===== config.mk =====
export PLATFORM = sky130hd
export DESIGN_NAME = post_adder_acc
export DESIGN_NICKNAME = d
export VERILOG_FILES = /design/src/rtl/dsp_pkg.sv /design/src/rtl/post_adder_acc_reg.sv /design/src/rtl/post_adder_acc.sv
export SDC_FILE = /design/constraint.sdc
export NUM_CORES = 1
export LEC_CHECK = 0
export BUFFER_PORTS_ARGS = -buffer_cell sky130_fd_sc_hd__buf_2
export CORE_AREA = 2 2 216 218
export CTS_CLUSTER_DIAMETER = 60
export DETAILED_ROUTE_END_ITERATION = 7
export DIE_AREA = 0 0 218 220
export HOLD_SLACK_MARGIN = 0.08
export PLACE_DENSITY_LB_ADDON = 0.25
export SLEW_MARGIN = 5
export SYNTH_ARGS = -nofsm -noshare
export SYNTH_HDL_FRONTEND = slang
export SYNTH_HIERARCHICAL = 1
export SYNTH_SLANG_ARGS = --single-unit

===== constraint.sdc =====
create_clock -name CLK -period 5.52 [get_ports CLK]
set_input_delay 1.38 -clock CLK [delete_from_list [all_inputs] [get_ports CLK]]
set_output_delay 1.38 -clock CLK [all_outputs]
set_load 0.01 [all_outputs]

===== src/rtl/dsp_pkg.sv =====
// Shared constants for the DSP48A1 post-adder/accumulator slice:
// datapath widths, OPMODE bit positions and X/Z multiplexer encodings.
package dsp_pkg;

  localparam int P_W      = 48;       // P / C / DAB / PCIN width
  localparam int M_W      = 36;       // multiplier product width
  localparam int R_W      = P_W + 1;  // adder result including carry/borrow
  localparam int OPMODE_W = 8;

  // OPMODE bit positions
  localparam int OP_X_LSB   = 0;      // [1:0] X select
  localparam int OP_Z_LSB   = 2;      // [3:2] Z select
  localparam int OP_CIN_BIT = 5;      // carry-in when sourced from OPMODE
  localparam int OP_SUB_BIT = 7;      // 1 = Z - (X + CIN)

  typedef enum logic [1:0] {
    X_ZERO = 2'd0,
    X_M    = 2'd1,
    X_P    = 2'd2,
    X_DAB  = 2'd3
  } x_sel_e;

  typedef enum logic [1:0] {
    Z_ZERO = 2'd0,
    Z_PCIN = 2'd1,
    Z_P    = 2'd2,
    Z_C    = 2'd3
  } z_sel_e;

endpackage


===== src/rtl/post_adder_acc_reg.sv =====
// Generic pipeline register / bypass cell. REG = 1 gives a clock-enabled
// register with synchronous active-high reset; REG = 0 passes d straight
// through (the register is then left without loads and trimmed away).
module post_adder_acc_reg #(
  parameter int W   = 1,
  parameter int REG = 1
) (
  input  logic         clk,
  input  logic         rst,
  input  logic         ce,
  input  logic [W-1:0] d,
  output logic [W-1:0] q
);

  logic [W-1:0] q_r;

  // Capture d on enabled edges; reset overrides the enable.
  always_ff @(posedge clk) begin
    // NOTE: non-blocking assignment so every register samples pre-edge values.
    if (rst)     q_r <= '0;
    else if (ce) q_r <= d;
  end

  assign q = (REG != 0) ? q_r : d;

endmodule


===== src/rtl/post_adder_acc.sv =====
// DSP48A1 post-adder/accumulator. Selects X and Z via OPMODE, computes
// Z +/- (X + CIN) over 49 bits and drives P, PCOUT and CARRYOUT(F).
// Optional build macro: POST_ADDER_PATDET_EN adds the PATTERNDETECT output,
// registered alongside P and set when the 48-bit result equals C.
module post_adder_acc
  import dsp_pkg::*;
#(
  parameter int    PREG        = 1,
  parameter int    OPMODEREG   = 1,
  parameter int    CARRYINREG  = 1,
  parameter int    CARRYOUTREG = 1,
  parameter string CARRYINSEL  = "OPMODE5"
) (
  input  logic        CLK,
  input  logic        RST,
  input  logic        CEP,
  input  logic        CEOPMODE,
  input  logic        CECARRYIN,
  input  logic [7:0]  OPMODE,
  input  logic [35:0] M,
  input  logic [47:0] C,
  input  logic [47:0] DAB,
  input  logic [47:0] PCIN,
  input  logic        CARRYIN,
  output logic [47:0] P,
  output logic [47:0] PCOUT,
  output logic        CARRYOUT,
  output logic        CARRYOUTF
`ifdef POST_ADDER_PATDET_EN
  , output logic      PATTERNDETECT
`endif
);

  logic [OPMODE_W-1:0] opmode_q;
  logic                cin_d;
  logic                cin_q;
  x_sel_e              x_sel;
  z_sel_e              z_sel;
  logic [P_W-1:0]      x_op;
  logic [P_W-1:0]      z_op;
  logic [R_W-1:0]      r;
  logic                unused_opmode_bits;

  // OPMODE[4] and OPMODE[6] have no function in this stage.
  assign unused_opmode_bits = ^{opmode_q[4], opmode_q[6]};

  post_adder_acc_reg #(.W(OPMODE_W), .REG(OPMODEREG)) u_opmode_reg (
    .clk(CLK), .rst(RST), .ce(CEOPMODE), .d(OPMODE), .q(opmode_q)
  );

  // Carry-in source selection; the OPMODE5 source follows the OPMODE stage.
  always_comb begin
    // NOTE: default first so no path through this block can infer a latch.
    cin_d = 1'b0;
    if (CARRYINSEL == "OPMODE5")      cin_d = opmode_q[OP_CIN_BIT];
    else if (CARRYINSEL == "CARRYIN") cin_d = CARRYIN;
  end

  post_adder_acc_reg #(.W(1), .REG(CARRYINREG)) u_cin_reg (
    .clk(CLK), .rst(RST), .ce(CECARRYIN), .d(cin_d), .q(cin_q)
  );

  assign x_sel = x_sel_e'(opmode_q[OP_X_LSB +: 2]);
  assign z_sel = z_sel_e'(opmode_q[OP_Z_LSB +: 2]);

  // X/Z operand muxes and the 49-bit add/subtract; P feedback is the P output.
  always_comb begin
    x_op = '0;
    z_op = '0;
    case (x_sel)
      X_M:     x_op = {{(P_W - M_W){1'b0}}, M};
      X_P:     x_op = P;
      X_DAB:   x_op = DAB;
      default: x_op = '0;
    endcase
    case (z_sel)
      Z_PCIN:  z_op = PCIN;
      Z_P:     z_op = P;
      Z_C:     z_op = C;
      default: z_op = '0;
    endcase
    if (opmode_q[OP_SUB_BIT])
      r = {1'b0, z_op} - ({1'b0, x_op} + {{P_W{1'b0}}, cin_q});
    else
      r = {1'b0, z_op} + {1'b0, x_op} + {{P_W{1'b0}}, cin_q};
  end

  post_adder_acc_reg #(.W(P_W), .REG(PREG)) u_p_reg (
    .clk(CLK), .rst(RST), .ce(CEP), .d(r[P_W-1:0]), .q(P)
  );

  assign PCOUT = P;

  post_adder_acc_reg #(.W(1), .REG(CARRYOUTREG)) u_cout_reg (
    .clk(CLK), .rst(RST), .ce(CECARRYIN), .d(r[P_W]), .q(CARRYOUT)
  );

  assign CARRYOUTF = CARRYOUT;

`ifdef POST_ADDER_PATDET_EN
  logic patdet_d;
  assign patdet_d = (r[P_W-1:0] == C);

  post_adder_acc_reg #(.W(1), .REG(PREG)) u_patdet_reg (
    .clk(CLK), .rst(RST), .ce(CEP), .d(patdet_d), .q(PATTERNDETECT)
  );
`endif

endmodule


==> reports/results.ini, run 1 <==
[run_status]
status=finished clean

[power]
powerDensity_nw_per_um2=197.1
power_frac_comb_pct=63.7
swShare_pct=45.47
power_frac_seq_pct=19.0
power.leakage_nw=6.721
p_clk_share_pct=17.3
ir_drop_uv=128.1
finalPower_mw=2.659
intPower_mw=1.450
switchingPower_mw=1.209

[clock_tree]
ctsResizeCount=0
clk_pin_slew_ps=90
root_buffer=clkbuf_16
numCtsBuffers=5
htreeDepth=2
clk-insertion-delay-late_ps=320
cts_tree=done
cts_buffer_depth=2
post-cts-setup-buffers=0
cts_num_sinks=56
cts_hold_buf=0

[global_routing]
grt_max_degree=57
grtUsageTotal_pct=17.32
grt_pass1_vias=10960
antenna_found_initial=0
grt_pass1_wl_um=64440
grt_overflow=0

[floorplanning]
rows=79
initial_core_util_pct=24.44
die_h_um=220
coreArea_um2=45860
ioPinCount=292
dieArea_um2=47960
die_w_um=218

[layout]
mostFrequentLayoutCell=buf_2
insertedDiodeCount=0
final_nets=2065
fin_util_pct=29.41
area_delta_synth_final_pct=20.33
final_layout_size_suffix_gt1_share_pct=27.99
regArea_um2=1127
layout_common_cells=buf_2, nor2_1, ha_1
multiInputGateArea_um2=8865
final_cell_count_no_fill=2336
filler_cell_count=5062

[placement]
port-buffer-count=288
gp_congestion=0.8651
dp.cells=2328
dp_hpwl_um=35080

[setup_path]
path_class=input port to register
crit_arrival_ps=5500
crit_start=C[18]
ff2ff_setup_slack_ps=490
critPathCapture=u_p_reg/q[46]
start_kind=input port
critPathRequiredTime_ps=5710
end_kind=register
reg2reg_to=u_p_reg/q[46]
reg2reg_depth=18
r2r_start=u_opmode_reg/q[2]
cp_max_fo=4

[timing]
min_period_ps=5312
worstMarginPinSlew_ps=1140
finalCritPeriodShare_pct=96.24
timing.slew.headroom_pct=24.03
fmax_mhz=188.2
setup_viol=0
slew_violations=0
rsz0062_at_grt=false
holdWs_ps=558.1
fin_worst_skew_ps=7.437
finalHoldViolations=0

[detailed_routing]
wl_um=42720
routedWlPerCell_um=18.29
via_per_inst=4.943
postRouteAntennaNets=0
drc=0
first_iter_violations=801
first_pass_iters=5
num_vias=11550

[synth]
yosys_warnings=6
syn_inst=1482
syn_area_per_cell_um2=7.563
synth_area_um2=11210
synth.net_count=1819

[worst_hold_path]
min_path_type=register to register

[job]
cap_violations=0

==> critical path, cell delays in order <==
cell and delay (ps):
buf_2 90, mux2_2 260, a22oi_1 420, buf_4 220
ha_1 270, and4bb_2 320, nand2_1 100, o41ai_2 340
a31o_2 200, o311ai_1 120, buf_4 180, a2111oi_2 530
o21ai_1 330, o31ai_2 290, xnor2_1 150, mux2i_1 100
mux2i_1 150, nor2_1 50
==> layout make-up <==
cell class,count,share of cell area (%)
clock inverters,3,0.5103
repair buffers,361,15.03
multi-input cells,1167,65.73
well taps,607,5.631
clock buffers,5,0.9277
flip-flops and latches,56,8.359
inverters,137,3.813
==> registers in the layout, summed over array words and instances (netlist names) <==
| signal | cells |
|---|---|
| u_p_reg/q | 48 |
| u_opmode_reg/q | 6 |
| u_cout_reg/q | 1 |
| u_cin_reg/q | 1 |
==> stage by stage <==
stage	setup WS (ps)	area, um2	setup TNS (ps)
after floorplan	782.0	11210	0
after global placement	-29.50	13290	-35.27
after detailed placement	-60.64	13290	-106.8
after CTS	291.5	13480	0
after global routing	19.12	13490	0
final	207.7	13490	0
==> power by group through the flow <==
| stage | Clock [mW] | Sequential [mW] | Combinational, mW |
|---|---|---|---|
| 2_1_floorplan | 0 | 0.495 | 1.18 |
| 3_3_place_gp | 0 | 0.514 | 1.68 |
| 3_5_place_dp | 0 | 0.516 | 1.68 |
| 4_1_cts | 0.482 | 0.506 | 1.69 |
| 5_1_grt | 0.493 | 0.513 | 1.87 |
| 6_report | 0.460 | 0.504 | 1.69 |
==> worst min-delay path by stage <==
stage / startpoint / endpoint / slack (ps) / depth (start not counted)
6_report: u_opmode_reg/q[5] / u_opmode_reg/q[5] / 560 / 2
5_1_grt: u_p_reg/q[32] / u_p_reg/q[32] / 600 / 2
4_1_cts: u_opmode_reg/q[5] / u_opmode_reg/q[5] / 560 / 2
3_5_place_dp: u_opmode_reg/q[5] / u_opmode_reg/q[5] / 550 / 2
3_3_place_gp: u_opmode_reg/q[5] / u_opmode_reg/q[5] / 540 / 2
2_1_floorplan: u_opmode_reg/q[7] / u_opmode_reg/q[7] / 460 / 2
==> routing by layer <==
metal	vias up	track usage [%]	share of wire (%)
li1	5724	-	-
met1	5406	26.08	51
met2	402	26.96	42
met3	14	2.098	6.1
met4	0	1.610	0.49
met5	-	0	0
Power figures use the tool's default switching activity.
==> run 2: changes to the inputs <==
--- a/config.mk
+++ b/config.mk
@@ -5,11 +5,12 @@
 export SDC_FILE = /design/constraint.sdc
 export NUM_CORES = 1
 export LEC_CHECK = 0
+export ABC_AREA = 1
 export BUFFER_PORTS_ARGS = -buffer_cell sky130_fd_sc_hd__buf_2
-export CORE_AREA = 2 2 216 218
+export CORE_AREA = 2 2 237 239
 export CTS_CLUSTER_DIAMETER = 60
 export DETAILED_ROUTE_END_ITERATION = 7
-export DIE_AREA = 0 0 218 220
+export DIE_AREA = 0 0 239 241
 export HOLD_SLACK_MARGIN = 0.08
 export PLACE_DENSITY_LB_ADDON = 0.25
 export SLEW_MARGIN = 5
==> reports/results.ini, run 2 <==
[placement]
dp.cells=3500  ; was 2,328
gp_congestion=0.9470  ; was 0.8651
dp_hpwl_um=52210  ; was 35,080 um
port-buffer-count=288  ; unchanged

[setup_path]
end_kind=register  ; unchanged
critPathRequiredTime_ps=5790  ; was 5710 ps
start_kind=register  ; was input port
path_class=register to register  ; was input port to register
crit_arrival_ps=4690  ; was 5500 ps
cp_max_fo=20  ; was 4

[global_routing]
grt_overflow=0  ; unchanged
grt_max_degree=58  ; was 57
grt_pass1_vias=15780  ; was 10,960
grt_pass1_wl_um=89400  ; was 64,440 um
antenna_found_initial=0  ; unchanged
grtUsageTotal_pct=20.31  ; was 17.32%

[layout]
largest_reg_flops=48  ; unchanged
final_layout_size_suffix_gt1_share_pct=14.30  ; was 27.99%
insertedDiodeCount=0  ; unchanged
layout_common_cells=nand2_1, inv_1, buf_2  ; was buf_2, nor2_1, ha_1
mostFrequentLayoutCell=nand2_1  ; was buf_2
final_cell_count_no_fill=3508  ; was 2,336
area_delta_synth_final_pct=14.47  ; was 20.33%
final_nets=3140  ; was 2,065

[timing]
min_period_ps=4420  ; was 5312 ps
slew_violations=0  ; unchanged
finalHoldViolations=0  ; unchanged
timing.slew.headroom_pct=57.94  ; was 24.03%
worstMarginPinSlew_ps=624.3  ; was 1140 ps
setup_viol=0  ; unchanged
fmax_mhz=226.2  ; was 188.2 MHz
fin_worst_skew_ps=9.654  ; was 7.437 ps
rsz0062_at_grt=false  ; unchanged
fin_tns_setup_ps=0  ; unchanged
finalCritPeriodShare_pct=80.07  ; was 96.24%

[power]
power_frac_seq_pct=14.7  ; was 19.0%
swShare_pct=58.26  ; was 45.47%
ir_drop_uv=110.9  ; was 128.1 uV
switchingPower_mw=1.975  ; was 1.209 mW
power.leakage_nw=9.079  ; was 6.721 nW
power_frac_comb_pct=74.0  ; was 63.7%
intPower_mw=1.415  ; was 1.450 mW
powerDensity_nw_per_um2=217.9  ; was 197.1 nW/um2
p_clk_share_pct=11.3  ; was 17.3%

[clock_tree]
cts_tree=done  ; unchanged
htreeDepth=2  ; unchanged
clk-insertion-delay-late_ps=340  ; was 320 ps
clk_pin_slew_ps=90  ; about the same
post-cts-setup-buffers=0  ; unchanged
ctsResizeCount=0  ; unchanged
cts_buffer_depth=2  ; unchanged
root_buffer=clkbuf_16  ; unchanged
cts_num_sinks=56  ; unchanged
numCtsBuffers=5  ; unchanged
cts_hold_buf=0  ; unchanged

[detailed_routing]
wl_um=59630  ; was 42,720 um
via_per_inst=4.670  ; was 4.943
num_vias=16380  ; was 11,550
first_pass_iters=8  ; was 5
postRouteAntennaNets=0  ; unchanged
first_iter_violations=1029  ; was 801
routedWlPerCell_um=17.00  ; was 18.29 um
drc=0  ; unchanged

[synth]
synth.net_count=2937  ; was 1,819
syn_area_per_cell_um2=5.229  ; was 7.563 um2
synth_area_um2=13590  ; was 11,210 um2
yosys_warnings=6  ; unchanged
syn_inst=2600  ; was 1,482

[floorplanning]
dieArea_um2=57600  ; was 47,960 um2
ioPinCount=292  ; unchanged
coreArea_um2=54880  ; was 45,860 um2
die_w_um=239  ; was 218 um
die_h_um=241  ; was 220 um
initial_core_util_pct=24.77  ; was 24.44%
rows=86  ; was 79

[worst_hold_path]
min_path_type=register to register  ; unchanged

[job]
cap_violations=0  ; unchanged

[run_status]
status=finished clean  ; unchanged

-- run 2: changes by cell type in the layout (fill, tap and decap cells not counted), sizes merged, moves of 25 or more --
cell,previous run,this run
mux2,85,0
o21ai,59,153
a21o,43,16
xnor2,63,1
a22o,59,6
buf,361,300
nor2,146,301
nand3,19,124
nor2b,26,0
mux2i,79,1
a22oi,25,0
nand2,79,857
a21oi,118,190
inv,137,514
-- run 2: final cells by class --
type | instances | area, um2
repair buffers | 300 | 1572
fillers | 6679 | 39320
well taps | 704 | 880.8
flip-flops and latches | 56 | 1122
multi-input cells | 1924 | 9891
clock inverters | 3 | 33.78
inverters | 516 | 1937
clock buffers | 5 | 125.1
-- run 2: through the flow --
step	hold slack, ps	instance area, um2	total power [mW]	setup slack, ps	utilization [%]
after floorplan	447.2	13590	2.220	1841	-
after global placement	463.8	15400	2.977	928.0	28.07
after detailed placement	473.4	15400	2.981	880.0	28.07
after CTS	490.0	15560	3.376	1146	28.36
after global routing	520.9	15560	3.707	711.2	28.36
final	491.1	15560	3.390	1100	28.36
-- run 2: critical path, stage by stage, from the launching register on --
cell	delay [ps]
dfxtp_1	370
inv_1	70
nand2_1	60
clkinv_1	450
buf_4	430
nand2_1	90
nand3_1	120
ha_1	450
inv_1	130
ha_1	420
nand2_1	150
nor2_1	260
nand2_1	160
nor2_1	160
nand4_1	170
nand4_1	130
nand3_1	210
nand2_1	230
inv_1	60
nand2_1	50
nand2_1	50
nor2_1	100
-- run 2: metal layers --
| layer | GRT usage [%] | part of all wire (%) | up-vias |
|---|---|---|---|
| met4 | 4.659 | 1.9 | 0 |
| met1 | 26.32 | 46 | 7513 |
| met5 | 0 | 0 | - |
| met3 | 1.270 | 4.0 | 51 |
| met2 | 36.74 | 48 | 403 |
| li1 | - | - | 8416 |
-- run 2: power by group through the flow --
stage / logic [mW] / clock network, mW / registers, mW
3_5_place_dp: 2.47 / 0 / 0.509
4_1_cts: 2.48 / 0.393 / 0.499
3_3_place_gp: 2.47 / 0 / 0.508
2_1_floorplan: 1.71 / 0 / 0.509
5_1_grt: 2.80 / 0.402 / 0.507
6_report: 2.51 / 0.382 / 0.498
-- run 2: path summary, 6_finish.rpt --
path | end | slack, ps | cells past startpoint | from
worst max-delay path | u_p_reg/q[35] | 1100 | 21 | u_opmode_reg/q[1]
worst min-delay path | u_opmode_reg/q[5] | 490 | 2 | u_opmode_reg/q[5]
worst max register to register | u_p_reg/q[35] | 1100 | 21 | u_opmode_reg/q[1]
worst min register to register | u_opmode_reg/q[5] | 490 | 2 | u_opmode_reg/q[5]
==> run 3: changes to the inputs <==
==> constraint.sdc (replaced) <==
create_clock -name CLK -period 4.2 [get_ports CLK]
set_input_delay 1.05 -clock CLK [delete_from_list [all_inputs] [get_ports CLK]]
set_output_delay 1.05 -clock CLK [all_outputs]
set_load 0.01 [all_outputs]
==> reports/results.ini, run 3 (synthesis gave the netlist of run 2 again) <==
[worst_hold_path]
min_path_type=register to register  ; unchanged
holdPathStages=2  ; unchanged

[setup_path]
reg2reg_depth=24  ; was 21
crit_arrival_ps=4190  ; was 4690 ps
critPathRequiredTime_ps=4480  ; was 5790 ps
cp_max_fo=16  ; was 20
end_kind=register  ; unchanged
path_class=register to register  ; unchanged
start_kind=register  ; unchanged

[timing]
finalHoldViolations=0  ; unchanged
setup_viol=0  ; unchanged
fin_tns_setup_ps=0  ; unchanged
worstMarginPinSlew_ps=1016  ; was 624.3 ps
timing.slew.headroom_pct=32.19  ; was 57.94%
fin_worst_skew_ps=9.567  ; was 9.654 ps
slew_violations=0  ; unchanged
min_period_ps=3911  ; was 4420 ps
finalCritPeriodShare_pct=93.11  ; was 80.07%
fmax_mhz=255.7  ; was 226.2 MHz
rsz0062_at_grt=false  ; unchanged

[clock_tree]
numCtsBuffers=5  ; unchanged
cts_hold_buf=0  ; unchanged
clk_pin_slew_ps=90  ; about the same
cts_buffer_depth=2  ; unchanged
root_buffer=clkbuf_16  ; unchanged
clk-insertion-delay-late_ps=330  ; was 340 ps
cts_num_sinks=56  ; unchanged
htreeDepth=2  ; unchanged
cts_tree=done  ; unchanged

[global_routing]
antenna_found_initial=0  ; unchanged
grt_overflow=0  ; unchanged
grt_max_degree=64  ; was 58
grt_pass1_vias=15710  ; was 15,780
grt_pass1_wl_um=90740  ; was 89,400 um
grtUsageTotal_pct=20.68  ; was 20.31%

[power]
power.leakage_nw=9.415  ; was 9.079 nW
powerDensity_nw_per_um2=287.0  ; was 217.9 nW/um2
ir_drop_uv=148.9  ; was 110.9 uV

[floorplanning]
die_w_um=239  ; unchanged
coreArea_um2=54880  ; unchanged
ioPinCount=292  ; unchanged
rows=86  ; unchanged
die_h_um=241  ; unchanged
initial_core_util_pct=24.77  ; unchanged
dieArea_um2=57600  ; unchanged

[placement]
port-buffer-count=288  ; unchanged
dp.cells=3569  ; was 3,500
gp_congestion=0.9823  ; was 0.9470
dp_hpwl_um=53400  ; was 52,210 um

[layout]
mostFrequentLayoutCell=nand2_1  ; unchanged
largest_reg_flops=48  ; unchanged
fin_util_pct=29.35  ; was 28.36%
final_cell_count_no_fill=3577  ; was 3,508
filler_cell_count=6645  ; was 6,679
layout_common_cells=nand2_1, inv_1, buf_2  ; unchanged
final_layout_size_suffix_gt1_share_pct=16.57  ; was 14.30%
final_nets=3209  ; was 3,140
area_delta_synth_final_pct=18.49  ; was 14.47%
insertedDiodeCount=0  ; unchanged

[job]
cap_violations=0  ; unchanged

[detailed_routing]
met2WireLength_um=28360  ; was 28,840 um
dr_wl_met3_um=2877  ; was 2396 um
first_pass_iters=6  ; was 8
wl_um=60840  ; was 59,630 um
drc=0  ; unchanged
wl_met1_um=27870  ; was 27,230 um
num_vias=16640  ; was 16,380
routedWlPerCell_um=17.01  ; was 17.00 um
via_per_inst=4.653  ; was 4.670
first_iter_violations=1115  ; was 1,029
postRouteAntennaNets=0  ; unchanged
dr.max_layer_used=met4  ; unchanged

[run_status]
status=finished clean  ; unchanged

==> run 3: area by class of cell <==
| type | instances | area (um2) | share of cell area (%) |
|---|---|---|---|
| tap | 704 | 880.8 | 5.468 |
| clock buffer | 5 | 125.1 | 0.7768 |
| multi-input combinational | 1924 | 9905 | 61.49 |
| sequential | 56 | 1125 | 6.983 |
| timing repair buffer | 369 | 2102 | 13.05 |
| clock inverter | 3 | 33.78 | 0.2097 |
| inverter | 516 | 1937 | 12.02 |
==> run 3: through the flow <==
step	hold slack [ps]	cell area [um2]	power [mW]	setup WS, ps
after global placement	474.3	15930	4.085	110.0
final	490.4	16110	4.622	289.3
after floorplan	447.2	13590	2.918	851.1
after detailed placement	479.5	15930	4.083	103.1
after CTS	496.0	16090	4.607	197.9
after global routing	511.6	16110	5.049	20.35
==> run 3: timing repair <==
item                                    in CTS  in global routing
endpoints found under the setup margin       0                 17
gates resized for setup                      0                  6
hold endpoints to repair                     0                  0
buffers inserted                             0                  0
==> run 3: report_power, final <==
| group | switching, mW | total (mW) | leakage (nW) | internal [mW] |
|---|---|---|---|---|
| clock | 0.262 | 0.494 | 0.0772 | 0.232 |
| sequential | 0.0645 | 0.650 | 0.465 | 0.585 |
| combinational | 2.32 | 3.48 | 8.87 | 1.16 |
==> run 3: final timing paths <==
check	start	end	slack, ps
max	u_opmode_reg/q[3]	u_cout_reg/q	290
min	u_opmode_reg/q[1]	u_opmode_reg/q[1]	490
max reg2reg	u_opmode_reg/q[3]	u_cout_reg/q	290
min reg2reg	u_opmode_reg/q[1]	u_opmode_reg/q[1]	490
==> run 3: critical path, cell delays in order (launching register included) <==
cell	delay, ps
dfxtp_2	420
inv_1	110
nor2_4	90
buf_4	290
a22o_1	170
a21oi_1	80
fa_1	490
fa_1	480
inv_1	120
nand3_1	90
nand2_2	140
nand2_1	80
nand2_2	70
inv_1	80
o21ai_2	210
nand2_1	150
nand2_1	120
nand2_1	60
nand2_1	60
nand2_1	50
nand2_1	260
inv_1	70
nand2_1	60
nand2_1	50
nor2_2	70
==> run 3: per-layer routing <==
metal  vias up  track usage, %
met1      7553           27.59
met3        67           1.235
met2       465           35.80
met5         -               0
li1       8559               -
met4         0           6.174
